===== src/rtl/alu_seq_pkg.sv =====
// Package for the ALU operation sequencer.
// Holds the ALU function codes, instruction class and condition codes,
// flag bit indices, instruction field positions and the FSM state type.
package alu_seq_pkg;

  // ALU function codes driven on FunSel[3:0]
  localparam logic [3:0] FN_PASS_A = 4'h0;
  localparam logic [3:0] FN_PASS_B = 4'h1;
  localparam logic [3:0] FN_NOT_A  = 4'h2;
  localparam logic [3:0] FN_NOT_B  = 4'h3;
  localparam logic [3:0] FN_ADD    = 4'h4;
  localparam logic [3:0] FN_ADC    = 4'h5;
  localparam logic [3:0] FN_SUB    = 4'h6;
  localparam logic [3:0] FN_AND    = 4'h7;
  localparam logic [3:0] FN_OR     = 4'h8;
  localparam logic [3:0] FN_XOR    = 4'h9;
  localparam logic [3:0] FN_NAND   = 4'hA;
  localparam logic [3:0] FN_LSL    = 4'hB;
  localparam logic [3:0] FN_LSR    = 4'hC;
  localparam logic [3:0] FN_ASR    = 4'hD;
  localparam logic [3:0] FN_CSL    = 4'hE;
  localparam logic [3:0] FN_CSR    = 4'hF;

  // Instruction classes
  localparam logic [1:0] CLS_ALU  = 2'b00;
  localparam logic [1:0] CLS_COND = 2'b01;
  localparam logic [1:0] CLS_CMP  = 2'b10;
  localparam logic [1:0] CLS_ILL  = 2'b11;

  // Condition codes for class 01
  localparam logic [1:0] COND_EQ = 2'b00;
  localparam logic [1:0] COND_NE = 2'b01;
  localparam logic [1:0] COND_CS = 2'b10;
  localparam logic [1:0] COND_MI = 2'b11;

  // Flag bit indices within FlagsIn / FlagsSnap
  localparam int FLAG_Z = 0;
  localparam int FLAG_C = 1;
  localparam int FLAG_N = 2;
  localparam int FLAG_O = 3;

  // Instruction field bit positions
  localparam int CLS_HI  = 15;
  localparam int CLS_LO  = 14;
  localparam int FN_HI   = 13;
  localparam int FN_LO   = 10;
  localparam int W_BIT   = 9;
  localparam int S_BIT   = 8;
  localparam int RD_HI   = 7;
  localparam int RD_LO   = 6;
  localparam int RA_HI   = 5;
  localparam int RA_LO   = 4;
  localparam int RB_HI   = 3;
  localparam int RB_LO   = 2;
  localparam int COND_HI = 1;
  localparam int COND_LO = 0;

  typedef enum logic [1:0] {
    ST_IDLE   = 2'd0,
    ST_DECODE = 2'd1,
    ST_EXEC   = 2'd2,
    ST_DONE   = 2'd3
  } seq_state_e;

endpackage


===== src/rtl/alu_instr_decode.sv =====
// Combinational instruction decoder.
// Ports:
//   ir        in  16  registered instruction word
//   zcn       in  3   ALU flags {N,C,Z} used for predication
//   funsel    out 5   {W, fn} for the ALU
//   wf        out 1   flag write enable (forced for compares)
//   regwe     out 1   register-file write enable (ALU classes only)
//   sel_a/b/d out 2   register-file selects Ra/Rb/Rd
//   cond_true out 1   condition field evaluates true on zcn
//   illegal   out 1   class 2'b11
//   skip      out 1   conditional instruction with false predicate
module alu_instr_decode
  import alu_seq_pkg::*;
(
  input  logic [15:0] ir,
  input  logic [2:0]  zcn,
  output logic [4:0]  funsel,
  output logic        wf,
  output logic        regwe,
  output logic [1:0]  sel_a,
  output logic [1:0]  sel_b,
  output logic [1:0]  sel_d,
  output logic        cond_true,
  output logic        illegal,
  output logic        skip
);

  logic [1:0] cls;

  assign cls    = ir[CLS_HI:CLS_LO];
  assign funsel = {ir[W_BIT], ir[FN_HI:FN_LO]};
  assign sel_a  = ir[RA_HI:RA_LO];
  assign sel_b  = ir[RB_HI:RB_LO];
  assign sel_d  = ir[RD_HI:RD_LO];

  // Compares exist only to set flags, so their S bit is overridden.
  assign wf    = (cls == CLS_CMP) ? 1'b1 : ir[S_BIT];
  assign regwe = (cls == CLS_ALU) || (cls == CLS_COND);

  always_comb begin
    cond_true = 1'b0;
    unique case (ir[COND_HI:COND_LO])
      COND_EQ: cond_true = zcn[FLAG_Z];
      COND_NE: cond_true = !zcn[FLAG_Z];
      COND_CS: cond_true = zcn[FLAG_C];
      COND_MI: cond_true = zcn[FLAG_N];
      default: cond_true = 1'b0;
    endcase
  end

  assign illegal = (cls == CLS_ILL);
  assign skip    = (cls == CLS_COND) && !cond_true;

endmodule


===== src/rtl/alu_op_sequencer.sv =====
// ALU operation sequencer: accepts instruction words, decodes them, issues
// one ALU/register-file operation per instruction and retires it.
// Ports:
//   Clock, Reset      clock (rising edge), async active-high reset
//   InstrValid/Ready  instruction handshake; InstrIn is the word
//   FlagsIn           ALU FlagsOut [0]Z [1]C [2]N [3]O
//   FunSel, WF        ALU function select and flag write enable
//   RegSelA/B/D, RegWE register-file selects and write enable
//   Done/Skipped/Illegal  retirement pulses
//   FlagsSnap         FlagsIn sampled in DONE, held until the next DONE
//   InstrCount        retired instruction count (wraps)
//   StateDbg          current FSM state
//
// Handshake: a word transfers on a rising edge where InstrValid and
// InstrReady are both high. InstrReady is high only in IDLE and does not
// depend on InstrValid; the source must hold InstrIn stable while InstrValid
// is high until the transfer. Valid seen in any other state is simply left
// pending.
module alu_op_sequencer
  import alu_seq_pkg::*;
#(
  parameter int CNT_WIDTH = 16
) (
  input  logic                 Clock,
  input  logic                 Reset,
  input  logic                 InstrValid,
  input  logic [15:0]          InstrIn,
  output logic                 InstrReady,
  input  logic [3:0]           FlagsIn,
  output logic [4:0]           FunSel,
  output logic                 WF,
  output logic [1:0]           RegSelA,
  output logic [1:0]           RegSelB,
  output logic [1:0]           RegSelD,
  output logic                 RegWE,
  output logic                 Done,
  output logic                 Skipped,
  output logic                 Illegal,
  output logic [3:0]           FlagsSnap,
  output logic [CNT_WIDTH-1:0] InstrCount,
  output logic [1:0]           StateDbg
);

  seq_state_e  state_q, state_d;
  logic [15:0] ir_q;
  logic        skip_q;

  logic [4:0]  dec_funsel;
  logic        dec_wf, dec_regwe, dec_cond_true, dec_illegal, dec_skip;
  logic [1:0]  dec_sel_a, dec_sel_b, dec_sel_d;

  alu_instr_decode u_decode (
    .ir        (ir_q),
    .zcn       (FlagsIn[FLAG_N:FLAG_Z]),
    .funsel    (dec_funsel),
    .wf        (dec_wf),
    .regwe     (dec_regwe),
    .sel_a     (dec_sel_a),
    .sel_b     (dec_sel_b),
    .sel_d     (dec_sel_d),
    .cond_true (dec_cond_true),
    .illegal   (dec_illegal),
    .skip      (dec_skip)
  );

  assign StateDbg = state_q;

  always_ff @(posedge Clock or posedge Reset) begin
    if (Reset) begin
      state_q    <= ST_IDLE;
      ir_q       <= '0;
      skip_q     <= 1'b0;
      FlagsSnap  <= '0;
      InstrCount <= '0;
    end else begin
      state_q <= state_d;
      if (state_q == ST_IDLE && InstrValid) ir_q <= InstrIn;
      // The predicate is resolved once, in DECODE, against the flags left
      // by the previous instruction; keep that verdict for the DONE pulse.
      if (state_q == ST_DECODE) skip_q <= dec_skip;
      if (state_q == ST_DONE) begin
        FlagsSnap  <= FlagsIn;
        InstrCount <= InstrCount + 1'b1;
      end
    end
  end

  always_comb begin
    state_d    = state_q;
    InstrReady = 1'b0;
    FunSel     = '0;
    WF         = 1'b0;
    RegWE      = 1'b0;
    RegSelA    = '0;
    RegSelB    = '0;
    RegSelD    = '0;
    Done       = 1'b0;
    Skipped    = 1'b0;
    Illegal    = 1'b0;
    unique case (state_q)
      ST_IDLE: begin
        InstrReady = 1'b1;
        if (InstrValid) state_d = ST_DECODE;
      end
      ST_DECODE: begin
        state_d = (dec_illegal || dec_skip) ? ST_DONE : ST_EXEC;
      end
      ST_EXEC: begin
        FunSel  = dec_funsel;
        WF      = dec_wf;
        RegWE   = dec_regwe;
        RegSelA = dec_sel_a;
        RegSelB = dec_sel_b;
        RegSelD = dec_sel_d;
        state_d = ST_DONE;
      end
      ST_DONE: begin
        Done    = 1'b1;
        Skipped = skip_q;
        Illegal = dec_illegal;
        state_d = ST_IDLE;
      end
      default: state_d = ST_IDLE;
    endcase
  end

endmodule

===== config.mk =====
export PLATFORM = sky130hd
export DESIGN_NAME = alu_op_sequencer
export DESIGN_NICKNAME = d
export VERILOG_FILES = /design/src/rtl/alu_seq_pkg.sv /design/src/rtl/alu_instr_decode.sv /design/src/rtl/alu_op_sequencer.sv
export SDC_FILE = /design/constraint.sdc
export NUM_CORES = 1
export LEC_CHECK = 0
export CAP_MARGIN = 25
export CORE_MARGIN = 10
export CORE_UTILIZATION = 48
export CTS_CLUSTER_SIZE = 14
export DETAILED_ROUTE_END_ITERATION = 8
export PLACE_DENSITY = 0.81
export SYNTH_ARGS = -nofsm -noshare
export SYNTH_HDL_FRONTEND = slang
export SYNTH_SLANG_ARGS = --single-unit

===== constraint.sdc =====
create_clock -name Clock -period 2.3 [get_ports Clock]
set_input_delay 0.575 -clock Clock [delete_from_list [all_inputs] [get_ports Clock]]
set_output_delay 0.575 -clock Clock [all_outputs]
set_load 0.1 [all_outputs]

==> results of run 1 <==
-- worst max path at each step --
stage,start,to,slack (ps),cells past startpoint
floorplan,StateDbg[1],Illegal,-100,3
global placement,StateDbg[0],RegWE,320,4
detailed placement,StateDbg[0],RegWE,260,4
CTS,StateDbg[0],FunSel[4],40,4
global route,StateDbg[0],FunSel[4],50,4
finish,StateDbg[0],FunSel[4],130,4
-- stage by stage --
| step | setup slack (ps) | hold slack, ps |
|---|---|---|
| floorplan | -103 | 471 |
| global placement | 320 | 468 |
| detailed placement | 263 | 471 |
| CTS | 36.4 | 482 |
| global route | 45.4 | 516 |
| finish | 125 | 477 |
-- cell usage in the layout, fill, tap and decap left out, types with 2 or more instances in the layout --
master            n
inv_1             5
and2_2            9
clkbuf_8          7
nand2_1           6
and2_1            2
mux2_2           21
buf_12           18
clkdlybuf4s50_1  22
nor2_1            5
dfrtp_1          37
xnor2_1           9
dfrtp_4           2
xor2_1            7
buf_4            23
ha_1              2
nand3_1           5
and3_1            5
o21ai_0           2
ha_4              2
-- logic make-up (layout without fill, tap and decap cells) --
group,after synthesis,count (layout),share of synthesized area [%]
simple gates,42,42,14.7
flops,39,39,55.0
mux,22,22,13.9
xor+xnor,16,16,7.90
compound gates,8,8,3.10
buf+inv,8,76,1.83
fa+ha+maj,5,5,3.53
-- layout make-up --
type | count | area, sq um
repair buffers | 63 | 753
flip-flops and latches | 39 | 983
multi-input cells | 93 | 812
well taps | 48 | 60.1
inverters | 5 | 18.8
clock buffers | 8 | 100
fillers | 251 | 878
-- worst register-to-register path, cell delays in order, from the launching register on --
cell	delay, ps
dfrtp_4	510
inv_1	170
ha_2	290
nand2_1	230
buf_12	230
mux2_2	270
-- routing by layer --
metal	vias to the layer above	wire, um	track usage, %
li1	611	-	-
met3	8	245	4.64
met5	-	0	0
met2	31	2480	26.1
met1	638	1600	14.4
met4	0	82	4.67
-- what timing repair did --
action                                 CTS  global route
setup endpoints to repair               13             4
pin swaps                                0             0
resized for setup                        1             1
endpoints found under the hold margin    0             0
hold buffers                             0             0
gates cloned                             0             0
-- registers in the layout (all words and copies together) (netlist names) --
name,flops
InstrCount,16
ir_q,16
skip_q,1
FlagsSnap,4
StateDbg,2
==> qor.yml, run 1 <==
die:
  io_pins: 62
  dieArea_sq_um: 6530
  num_rows: 22
  coreArea_sq_um: 3610
  die_x_um: 80.8
  initial_utilization_pct: 49.2
  die_h_um: 80.8
critical_path:
  max_stage_delay_ps: 510
  end_kind: "output port"
  rrSetupSlack_ps: 490
  r2r-end: "ir_q[9]"
  critPathArrivalTime_ps: 1600
  critPathBufInv: 2
  crit_family: "flip-flops"
  r2r_cells: 5
  critPathSlowestCell: "dfrtp_4"
  crit_chain: "inv_1 -> ha_4 -> and2_1 -> buf_12"
  crit_fanout: 13
  crit_path_start_kind: "flip-flop"
  r2r-start: "StateDbg[0]"
  worstPathRequired_ps: 1730
  critPathKind: "flip-flop to output port"
yosys:
  synth_area_sq_um: 1770
  yosys.area.top_type: "dfrtp_1"
  synth_top_area_share_pct: 55.0
  synth_area_leaders: "dfrtp_1, mux2_2, xnor2_1, and2_1, ha_1"
  synth_area_per_cell_sq_um: 12.7
  yosysMostFrequentCell: "dfrtp_1"
  synth_fp_nets: 168
  synthArstFlopShare_pct: 100
  synth_edf_count: 0
  synth_top_flop_cell: "dfrtp_1"
  synthCells: 140
  yosysWarnings: 0
  synth_seq_area_share_pct: 55.0
  synth-seq-cells: 39
  synth_common_cells: "dfrtp_1, mux2_2, and2_1"
  synth_cell_types: 29
cts:
  numCtsBuffers: 5
  cts-htree-levels: 2
  clk_latency_ps: 290
  max-clock-path-buffers: 2
  cts_tree: "yes"
  cts-root-buf: "clkbuf_8"
  clk_pin_slew_ps: 70
  cts.sinks: 39
  cts_setup_buffers: 0
global_route:
  antenna_found_initial: 0
  grt_max_degree: 40
  grt_pass1_vias: 1394
  grt_usage_pct: 14.0
  overflow: 0
  grt_pass1_wl_um: 7070
worst_hold_path:
  holdPathStages: 1
  hold_path.class: "flip-flop to flip-flop"
  hold_start: "InstrCount[15]"
  worst_hold_path.endpoint: "InstrCount[15]"
timing:
  rsz0062_at_grt: "no"
  fin_crit_sh_pct: 94.6
  timing.fmax_mhz: 460
  fin_tns_setup_ps: 0
  slew_headroom_pct: 67.7
  skew_ps: 11.6
  finalMaxSlewViolations: 0
  hold_viol_final: 0
  min_period_ps: 2170
  finalSetupViolCount: 0
  tightest_slew_ps: 485
cells_and_area:
  final_cells: 256
  drive_gt1_share_pct: 43.3
  layout.nets: 235
  area_growth_pct: 53.7
  finalInstanceArea_sq_um: 2730
  fin_util_pct: 75.6
  diodes: 0
placed_design:
  hpwl_um: 3560
  dp_cells: 248
  gp_congestion: 0.779
  place_area_sq_um: 2620
  portBuffers: 61
route:
  viasPerCell: 5.03
  drc: 0
  wl_per_cell_um: 17.2
  firstDrtPassIters: 4
  vias: 1288
  drt.antenna.violating_nets: 0
  drt_iter0_drc: 61
  wl_um: 4400
run:
  maxCapViolCount: 0
status:
  status: "completed"
Power of run 1 is not shown: default switching activity piles up to over one toggle a cycle in this logic, so the estimate is an artifact.
==> run 2: changes to the inputs <==
--- a/config.mk
+++ b/config.mk
@@ -11,6 +11,7 @@
 export CTS_CLUSTER_SIZE = 14
 export DETAILED_ROUTE_END_ITERATION = 8
 export PLACE_DENSITY = 0.81
+export SETUP_SLACK_MARGIN = 0.02
 export SYNTH_ARGS = -nofsm -noshare
 export SYNTH_HDL_FRONTEND = slang
 export SYNTH_SLANG_ARGS = --single-unit
==> qor.yml, run 2 (synthesis gave the netlist of run 1 again) <==
status:
  status: "completed"  # unchanged
cts:
  max-clock-path-buffers: 2  # unchanged
  cts-htree-levels: 2  # unchanged
  clk_latency_ps: 280  # was 290 ps
  cts-root-buf: "clkbuf_8"  # unchanged
  cts_tree: "yes"  # unchanged
  clk_pin_slew_ps: 70  # about the same
  cts_setup_buffers: 0  # unchanged
  cts.sinks: 39  # unchanged
  numCtsBuffers: 5  # unchanged
route:
  wl_per_cell_um: 17.0  # was 17.2 um
  drt_iter0_drc: 79  # was 61
  wl_um: 4360  # was 4400 um
  vias: 1283  # was 1288
  firstDrtPassIters: 4  # unchanged
  viasPerCell: 5.01  # was 5.03
  drt.antenna.violating_nets: 0  # unchanged
  drc: 0  # unchanged
critical_path:
  r2r-end: "ir_q[13]"  # was ir_q[9]
  critPathKind: "flip-flop to output port"  # unchanged
  end_kind: "output port"  # unchanged
  crit_chain: "inv_1 -> ha_4 -> nor2b_2 -> buf_12"  # was inv_1 -> ha_4 -> and2_1 -> buf_12
  critPathBufInv: 2  # unchanged
  crit_path_start_kind: "flip-flop"  # unchanged
  r2r_cells: 5  # unchanged
  worstPathRequired_ps: 1730  # about the same
  crit_fanout: 13  # unchanged
  crit_family: "flip-flops"  # unchanged
  critPathArrivalTime_ps: 1590  # was 1600 ps
  rrSetupSlack_ps: 480  # was 490 ps
  critPathSlowestCell: "dfrtp_4"  # unchanged
  max_stage_delay_ps: 510  # about the same
  r2r-start: "StateDbg[0]"  # unchanged
placed_design:
  hpwl_um: 3440  # was 3560 um
  pre_cts_ws_ps: 232  # was 263 ps
  dp_cells: 248  # unchanged
  gp_congestion: 0.742  # was 0.779
  portBuffers: 61  # unchanged
timing:
  min_period_ps: 2160  # was 2170 ps
  timing.fmax_mhz: 462  # was 460 MHz
  fin_crit_sh_pct: 94.0  # was 94.6%
  hold_viol_final: 0  # unchanged
  skew_ps: 6.33  # was 11.6 ps
  finalSetupViolCount: 0  # unchanged
  holdWs_ps: 484  # was 477 ps
  slew_headroom_pct: 67.5  # was 67.7%
  rsz0062_at_grt: "no"  # unchanged
  fin_ws_ps: 137  # was 125 ps
  finalMaxSlewViolations: 0  # unchanged
  tightest_slew_ps: 487  # was 485 ps
die:
  die_x_um: 80.8  # unchanged
  initial_utilization_pct: 49.2  # unchanged
  coreArea_sq_um: 3610  # unchanged
  io_pins: 62  # unchanged
  dieArea_sq_um: 6530  # unchanged
  num_rows: 22  # unchanged
  die_h_um: 80.8  # unchanged
worst_hold_path:
  hold_path.class: "flip-flop to flip-flop"  # unchanged
  holdPathStages: 1  # unchanged
  hold_start: "InstrCount[15]"  # unchanged
  worst_hold_path.endpoint: "InstrCount[15]"  # unchanged
cells_and_area:
  final_cells: 256  # unchanged
  diodes: 0  # unchanged
  final.fill_count: 260  # was 251
  mostFrequentLayoutCells: "dfrtp_1, buf_4, clkdlybuf4s50_1"  # unchanged
  area_growth_pct: 53.9  # was 53.7%
  drive_gt1_share_pct: 44.2  # was 43.3%
  layout.nets: 235  # unchanged
  reg.largest.list: "InstrCount x16, ir_q x16, FlagsSnap x4"  # unchanged
  layout_commonest_cell: "dfrtp_1"  # unchanged
global_route:
  grt_pass1_vias: 1410  # was 1394
  antenna_found_initial: 0  # unchanged
  grt_max_degree: 40  # unchanged
  grt_usage_pct: 14.1  # was 14.0%
  grt_pass1_wl_um: 7160  # was 7070 um
  overflow: 0  # unchanged
run:
  maxCapViolCount: 0  # unchanged
run 2: routing by layer:
metal,part of all wire [%],vias up,global-route usage [%]
li1,-,612,-
met1,39,624,16.3
met2,53,38,24.2
met3,5.3,9,3.86
met4,2.4,0,5.88
met5,0,-,0
run 2: what timing repair did:
action	4_1_cts	5_1_grt
hold buffers	0	0
gates resized for setup	1	1
pin swaps	0	0
setup endpoints to repair	13	10
run 2: worst reg2reg max path: stages (launching register included):
cell and delay (ps):
dfrtp_4 510, inv_1 170, ha_2 300, nand2_1 230, buf_12 230, mux2_2 280
run 2: worst max path at each step:
stage / start / endpoint / slack (ps) / cells after the start
after floorplan: StateDbg[1] / Illegal / -100 / 3
after global placement: StateDbg[0] / RegWE / 300 / 4
after detailed placement: StateDbg[0] / RegWE / 230 / 4
after CTS: StateDbg[0] / RegWE / 40 / 4
after global routing: StateDbg[0] / RegWE / 60 / 4
final: StateDbg[0] / RegWE / 140 / 4
run 2: metrics by stage:
| stage | TNS, ps | utilization, % | area, sq um |
|---|---|---|---|
| 5_1_grt | 0 | 75.7 | 2730 |
| 2_1_floorplan | -187 | - | 1820 |
| 6_report | 0 | 75.7 | 2730 |
| 4_1_cts | 0 | 75.4 | 2720 |
| 3_3_place_gp | 0 | 72.6 | 2620 |
| 3_5_place_dp | 0 | 72.6 | 2620 |
run 2: final cells by class:
cell class	instances	area, sq um	area share [%]
Clock buffer	8	100	3.67
Sequential cell	39	983	36.0
Timing Repair Buffer	63	753	27.6
Inverter	5	18.8	0.687
Tap cell	48	60.1	2.20
Multi-Input combinational cell	93	815	29.8
Power of run 2 is left out for the same reason.
==> run 3: changes to the inputs <==
--- a/config.mk
+++ b/config.mk
@@ -7,11 +7,11 @@
 export LEC_CHECK = 0
 export CAP_MARGIN = 25
 export CORE_MARGIN = 10
-export CORE_UTILIZATION = 48
+export CORE_UTILIZATION = 45
 export CTS_CLUSTER_SIZE = 14
 export DETAILED_ROUTE_END_ITERATION = 8
-export PLACE_DENSITY = 0.81
-export SETUP_SLACK_MARGIN = 0.02
+export PLACE_DENSITY = 0.77
+export SETUP_SLACK_MARGIN = 0.5
 export SYNTH_ARGS = -nofsm -noshare
 export SYNTH_HDL_FRONTEND = slang
 export SYNTH_SLANG_ARGS = --single-unit
==> constraint.sdc (replaced) <==
create_clock -name Clock -period 2.43 [get_ports Clock]
set_input_delay 0.6075 -clock Clock [delete_from_list [all_inputs] [get_ports Clock]]
set_output_delay 0.6075 -clock Clock [all_outputs]
set_load 0.1 [all_outputs]
==> qor.yml, run 3 (synthesis gave the netlist of run 1 again) <==
status:
  status: "completed"  # unchanged
critical_path:
  crit_path_start: "StateDbg[0]"  # unchanged
  rrSetupSlack_ps: 470  # was 480 ps
  critPathArrivalTime_ps: 1520  # was 1590 ps
  crit_family: "flip-flops"  # unchanged
  worstPathRequired_ps: 1820  # was 1730 ps
  end_kind: "output port"  # unchanged
  r2r_cells: 7  # was 5
  r2r-start: "StateDbg[0]"  # unchanged
  crit_fanout: 6  # was 13
  r2r-end: "ir_q[15]"  # was ir_q[13]
  critPathBufInv: 3  # was 2
  crit_path_start_kind: "flip-flop"  # unchanged
  max_stage_delay_ps: 510  # about the same
  critPathSlowestCell: "dfrtp_4"  # unchanged
  critPathKind: "flip-flop to output port"  # unchanged
  crit_chain: "clkinvlp_4 -> ha_4 -> buf_6 -> and2_4 -> buf_12"  # was inv_1 -> ha_4 -> nor2b_2 -> buf_12
placed_design:
  portBuffers: 61  # unchanged
  gp_congestion: 0.740  # was 0.742
  pre_cts_ws_ps: 242  # was 232 ps
  hpwl_um: 3300  # was 3440 um
cells_and_area:
  area_growth_pct: 62.3  # was 53.9%
  reg.largest.list: "InstrCount x16, ir_q x16, FlagsSnap x4"  # unchanged
  final.fill_count: 262  # was 260
  mostFrequentLayoutCells: "dfrtp_1, buf_4, clkdlybuf4s50_1"  # unchanged
  layout_commonest_cell: "dfrtp_1"  # unchanged
  diodes: 0  # unchanged
  layout.nets: 245  # was 235
  drive_gt1_share_pct: 50.5  # was 44.2%
global_route:
  overflow: 0  # unchanged
  grt_max_degree: 40  # unchanged
  antenna_found_initial: 0  # unchanged
  grt_usage_pct: 14.8  # was 14.1%
  grt_pass1_wl_um: 7560  # was 7160 um
  grt_pass1_vias: 1458  # was 1410
die:
  die_h_um: 82.8  # was 80.8 um
  coreArea_sq_um: 3740  # was 3610 sq um
  initial_utilization_pct: 47.4  # was 49.2%
  dieArea_sq_um: 6850  # was 6530 sq um
  num_rows: 22  # unchanged
  die_x_um: 82.8  # was 80.8 um
  io_pins: 62  # unchanged
route:
  drt.antenna.violating_nets: 0  # unchanged
  highest_layer: "met4"  # unchanged
  route.met3.wl_um: 353  # was 230 um
  met2WireLength_um: 2390  # was 2330 um
  drt_iter0_drc: 49  # was 79
  wl_per_cell_um: 17.6  # was 17.0 um
  viasPerCell: 5.07  # was 5.01
  wl_um: 4670  # was 4360 um
  drc: 0  # unchanged
  vias: 1349  # was 1283
  drt-met1-wl_um: 1850  # was 1690 um
  firstDrtPassIters: 4  # unchanged
worst_hold_path:
  holdPathStages: 1  # unchanged
  hold_start: "InstrCount[15]"  # unchanged
  hold_path.class: "flip-flop to flip-flop"  # unchanged
  worst_hold_path.endpoint: "InstrCount[15]"  # unchanged
cts:
  clk_pin_slew_ps: 80  # was 70 ps
  max-clock-path-buffers: 2  # unchanged
  cts_tree: "yes"  # unchanged
  numCtsBuffers: 5  # unchanged
  cts-htree-levels: 2  # unchanged
  clk_latency_ps: 300  # was 280 ps
  postCtsHoldBufs: 0  # unchanged
  cts-root-buf: "clkbuf_8"  # unchanged
  cts.sinks: 39  # unchanged
timing:
  finalSetupViolCount: 0  # unchanged
  slew_headroom_pct: 68.3  # was 67.5%
  fin_tns_setup_ps: 0  # unchanged
  finalMaxSlewViolations: 0  # unchanged
  fin_crit_sh_pct: 87.6
  fin_ws_ps: 302  # was 137 ps
  min_period_ps: 2130
  rsz0062_at_grt: "yes"  # was no
  timing.fmax_mhz: 470
  tightest_slew_ps: 475  # was 487 ps
  hold_viol_final: 0  # unchanged
  skew_ps: 4.83  # was 6.33 ps
run:
  maxCapViolCount: 0  # unchanged
## run 3: cell types whose count changed in the layout (fill, tap and decap cells not counted), sizes merged
cell,delta
inv,-1
buf,+10
clkinvlp,+2
clkbuf,-1
## run 3: repair_timing
item,4_1_cts,5_1_grt
setup buffers,10,1
pin swaps,9,1
gates resized for setup,6,3
endpoints found under the setup margin,16,19
## run 3: how the worst max path moves through the flow
stage          cells past startpoint         end  slack, ps
2_1_floorplan                      3     Illegal        210
3_3_place_gp                       4       RegWE        290
3_5_place_dp                       4       RegWE        240
4_1_cts                            5   FunSel[1]        320
5_1_grt                            5  RegSelA[0]        260
6_report                           5  RegSelA[0]        300
## run 3: area by class of cell
type	instances	area (sq um)	share of cell area, %
timing repair buffer	73	847	29.4
sequential	39	990	34.4
inverter	5	22.5	0.782
clock inverter	1	7.51	0.261
clock buffer	7	96.3	3.35
multi-input combinational	93	856	29.7
tap	48	60.1	2.09
## run 3: metal layers
metal / vias to the layer above / track usage [%]
met5: - / 0
met4: 0 / 6.52
met3: 7 / 5.39
met2: 44 / 25.4
met1: 667 / 16.0
li1: 631 / -
## run 3: stage by stage
| stage | instance area [sq um] | hold slack (ps) | util (%) | cells |
|---|---|---|---|---|
| after floorplan | 1880 | 479 | - | 140 |
| after global placement | 2650 | 463 | 70.7 | 247 |
| after detailed placement | 2650 | 466 | 70.7 | 247 |
| after CTS | 2860 | 479 | 76.4 | 265 |
| after global routing | 2880 | 515 | 76.9 | 266 |
| final | 2880 | 476 | 76.9 | 266 |
Power of run 3 is left out for the same reason.
